**src/rtl/logic_ex_pkg.sv**
```systemverilog
// Shared constants for the two-switch logic-gate demonstrator.
// LED bit positions are fixed by the board wiring.
package logic_ex_pkg;

  localparam int SW_W  = 2;
  localparam int LED_W = 4;

  localparam int LED_NOT = 0;
  localparam int LED_AND = 1;
  localparam int LED_OR  = 2;
  localparam int LED_XOR = 3;

endpackage

```
**src/rtl/logic_ex_gates.sv**
```systemverilog
// Purely combinational switch-to-LED gate network.
// Each LED bit is a single 1-bit gate of the two switches.
module logic_ex_gates
  import logic_ex_pkg::*;
(
  input  logic [SW_W-1:0]  sw,
  output logic [LED_W-1:0] led
);

  always_comb begin
    led          = '0;
    led[LED_NOT] = ~sw[0];
    led[LED_AND] = sw[1] & sw[0];
    led[LED_OR]  = sw[1] | sw[0];
    led[LED_XOR] = sw[1] ^ sw[0];
  end

endmodule

```
**src/rtl/logic_ex_core.sv**
```systemverilog
// Board-level gate demonstrator: combinational LEDs plus a registered
// observation path (LED copy, switch-change pulse, saturating change count).
module logic_ex_core
  import logic_ex_pkg::*;
#(
  parameter int CNT_W = 8
) (
  input  logic              clk,
  input  logic              rst_n,
  input  logic [SW_W-1:0]   SW,
  output logic [LED_W-1:0]  LED,
  output logic [LED_W-1:0]  led_q,
  output logic              sw_chg,
  output logic [CNT_W-1:0]  chg_cnt
);

  localparam logic [CNT_W-1:0] CNT_MAX = {CNT_W{1'b1}};

  logic [SW_W-1:0] sw_prev;

  logic_ex_gates u_gates (
    .sw  (SW),
    .led (LED)
  );

  always_ff @(posedge clk or negedge rst_n) begin
    if (!rst_n) begin
      led_q   <= '0;
      sw_prev <= '0;
      sw_chg  <= 1'b0;
    end else begin
      led_q   <= LED;
      sw_prev <= SW;
      sw_chg  <= (SW != sw_prev);
    end
  end

  // Counts registered change pulses, so it trails the switch change by two edges.
  always_ff @(posedge clk or negedge rst_n) begin
    if (!rst_n) begin
      chg_cnt <= '0;
    end else if (sw_chg && (chg_cnt != CNT_MAX)) begin
      chg_cnt <= chg_cnt + 1'b1;
    end
  end

endmodule

```
**config.mk**
```make
export PLATFORM = sky130hd
export DESIGN_NAME = logic_ex_core
export DESIGN_NICKNAME = d
export VERILOG_FILES = /design/src/rtl/logic_ex_pkg.sv /design/src/rtl/logic_ex_gates.sv /design/src/rtl/logic_ex_core.sv
export SDC_FILE = /design/constraint.sdc
export NUM_CORES = 1
export LEC_CHECK = 0
export ABC_AREA = 1
export CORE_MARGIN = 2
export CORE_UTILIZATION = 30
export CTS_CLUSTER_SIZE = 24
export DETAILED_ROUTE_END_ITERATION = 6
export MAX_ROUTING_LAYER = met4
export PLACE_DENSITY_LB_ADDON = 0.3
export SLEW_MARGIN = 40
export SYNTH_ARGS = -nofsm -noshare
export SYNTH_HDL_FRONTEND = slang
export SYNTH_SLANG_ARGS = --single-unit
```
**constraint.sdc**
```tcl
create_clock -name clk -period 2.3 [get_ports clk]
set_input_delay 0.23 -clock clk [delete_from_list [all_inputs] [get_ports clk]]
set_output_delay 0.23 -clock clk [all_outputs]
set_load 0.03 [all_outputs]
```
==> results.md <==
- Boundary pin count: 21
- Setup bufs post-CTS: 0
- Non-filler cells, final: 133
- Top-count cell post-synth: nand2_1
- Total chip power: 0.0009502 W
- Crit end category: primary output
- CP Capture Point: LED[3]
- EDFF count, synth: 0
- Dpl cells: around 130
- Setup TNS after final layout: 0 ps
- Crit-path cells: clkdlybuf4s50_1 -> inv_1 -> ha_1 -> clkdlybuf4s50_1
- CTS root buf: clkbuf_4
- Slowest stage delay, CP: between 600 and 700 ps
- Worst-margin pin slew: 658.9 ps
- # fillers: 236
- Crit-path most repeated cell: clkdlybuf4s50_1
- TritonCTS buffer count: 3
- Detailed placement HPWL: 1007 µm
- Post-cts resize count: 0
- Top-area cell type share of the netlist area: 0.5329
- Async SR Flop Fraction: 1.000
- H-tree depth: 1
- Die Span Y: between 50 and 60 µm
- Skew-Pair Late Insertion Delay: ~280 ps
- Power per cell area: 982.5 mW/mm²
- FF-to-FF setup slack: 1000 ps
- Routed wire length: 1312 µm
- Gr ovfl total: 0
- CTS tree: yes
- Area of the mapped netlist: 704.4 µm²
- Antenna Cells: 0
- Synth cell types: 14
- WP data arrival: 1830 ps
- Number of global-route vias before repair: 514
- Max-cap check violation count: 0
- R2R depth: 7
- Fmax: 0.4850 GHz
- Synthesis-stage register bit count: 15
- Number of remaining DRC errors: 0
- Final setup violation count: 0
- HP Class: input port to asynchronous set/reset pin
- Static Leak: 0.4887 nW
- Synth cell count leaders: nand2_1 (28), dfrtp_1 (15), inv_1 (13)
- Hold-fix buffers, CTS: 0
- Max FO, Critical Path: 4
- First-pass GRT wire length: 2194 µm
- CP Class: input port to primary output
- Crit start category: input port
- Mapped Avg Cell Area: 8.697 µm²
- Syn nets: slightly below 90
- Final worst path period share: 0.8965
- Slew HR: 0.5594
- Largest net degree at the start of global routing: 16
- Vias per cell: 4.353
- First drt pass iteration count: 2
- Crit path launch: SW[0]
- Finished Core Util: 0.4372
- Clock skew: ~4.4 ps
- Seq/Total Area, Yosys: 0.5329
- Reg2reg end: chg_cnt[4]
- GRT Total Usage: 0.1152
- Die area: 0.002752 mm²
- CTS Sinks: 15
- Post-route ant nets: 0
- Fin crit period: 2062 ps
- Outcome: complete, no violations
- Critical path's slowest cell: clkdlybuf4s50_1
- CTS clk-pin slew, worst paths: 90 ps
- Initial antenna violation count: 0
- Rows: 17
- Avg WL per Cell: 9.865 µm
- Synth top area cells: dfrtp_1 (53%), nand2_1 (15%), inv_1 (6.9%)
- Critical Path RT: 2070 ps
- Synth Flop Type: dfrtp_1
- Final Hold Viols: 0
- Die X: 52.46 µm
- Initial Util: 0.3184
- Maximum vdd drop: 0.4384 mV
- Vias: between 500 and 600
- Synth area leader: dfrtp_1
- Placeable Area: 0.002212 mm²
- Area growth syn-to-layout: 37.30%
- Layout cells sized above 1: 0.08571
- Final nets: 113
- 1st-iter DRT viols: 8
- Cells after Synth: 81
- Slew Viols, Final: 0
- Unrepaired setup endpoints after global routing: false
- Port bufs: 20
- Number of synthesis warnings: 0
- Clock buffer depth: 2
- FF-to-FF Start: chg_cnt[0]
- GP Congestion: 0.7656
- Final hold slack: between 300 and 400 ps
[stage by stage]
step | worst slack (ps) | instance area (µm²)
after global placement | 274.7 | 939.7
after global routing | 164.7 | 967.2
after floorplan | 934.8 | 704.4
after detailed placement | 233.5 | 939.7
final | 238.1 | 967.2
after CTS | 231.9 | 967.2
[final cells by class]
type / instances / area (µm²) / share of cell area
inverter: 13 / 48.80 / 0.05045
tap: 28 / 35.03 / 0.03622
timing repair buffer: 20 / 200.2 / 0.2070
multi-input combinational: 53 / 280.3 / 0.2898
clock inverter: 1 / 5.005 / 0.005175
sequential: 15 / 375.4 / 0.3881
clock buffer: 3 / 22.52 / 0.02329
[placed cells by master, fill, tap and decap left out]
master,instances
clkbuf_4,3
clkdlybuf4s50_1,20
clkinv_2,1
dfrtp_1,15
ha_1,3
inv_1,13
nand2_1,28
nand2_2,2
nand2_4,1
nand3_1,7
nand3b_1,2
nand4_1,2
nor2_1,3
nor2_2,1
nor2_4,1
o21ai_1,1
xnor2_1,2
[sequential cells by signal, summed over array words and instances, names as in the netlist]
name     count
chg_cnt      8
led_q        4
sw_chg       1
sw_prev      2
[kinds of logic (layout without fill, tap and decap cells)]
family	Yosys count	in the layout	share of synthesized area
compound gates	1	1	0.007098
xor+xnor	2	2	0.02487
fa+ha+maj	3	3	0.05329
buf+inv	13	37	0.06928
flops	15	15	0.5329
simple gates	47	47	0.3126
[worst max-delay path: cells and delay by family]
family / cells / cell delay (ps)
adder cells (fa/ha/maj): 1 / 290
buffers and inverters: 3 / 1310
[worst min-delay path by stage]
stage / startpoint / endpoint / slack, ps / cells after the start
2_1_floorplan: rst_n / chg_cnt[0] / -70 / 0
3_3_place_gp: sw_prev[1] / sw_chg / 460 / 2
3_5_place_dp: sw_prev[1] / sw_chg / 480 / 2
4_1_cts: rst_n / chg_cnt[3] / 380 / 1
5_1_grt: rst_n / chg_cnt[3] / 410 / 1
6_report: rst_n / chg_cnt[4] / 340 / 1
[per-layer routing]
metal,vias up,GRT usage,part of all wire
met3,0,0.05143,0.063
met1,265,0.1324,0.44
met4,0,0.02564,0
met5,-,-,0
met2,17,0.1854,0.50
li1,297,-,-
[power by group]
part,total (W),switching [W],internal (W)
logic,0.000407,0.000238,0.000168
registers,0.000392,0.0000717,0.000320
clock network,0.000152,0.0000874,0.0000645
(Power assumes the default switching activity.)
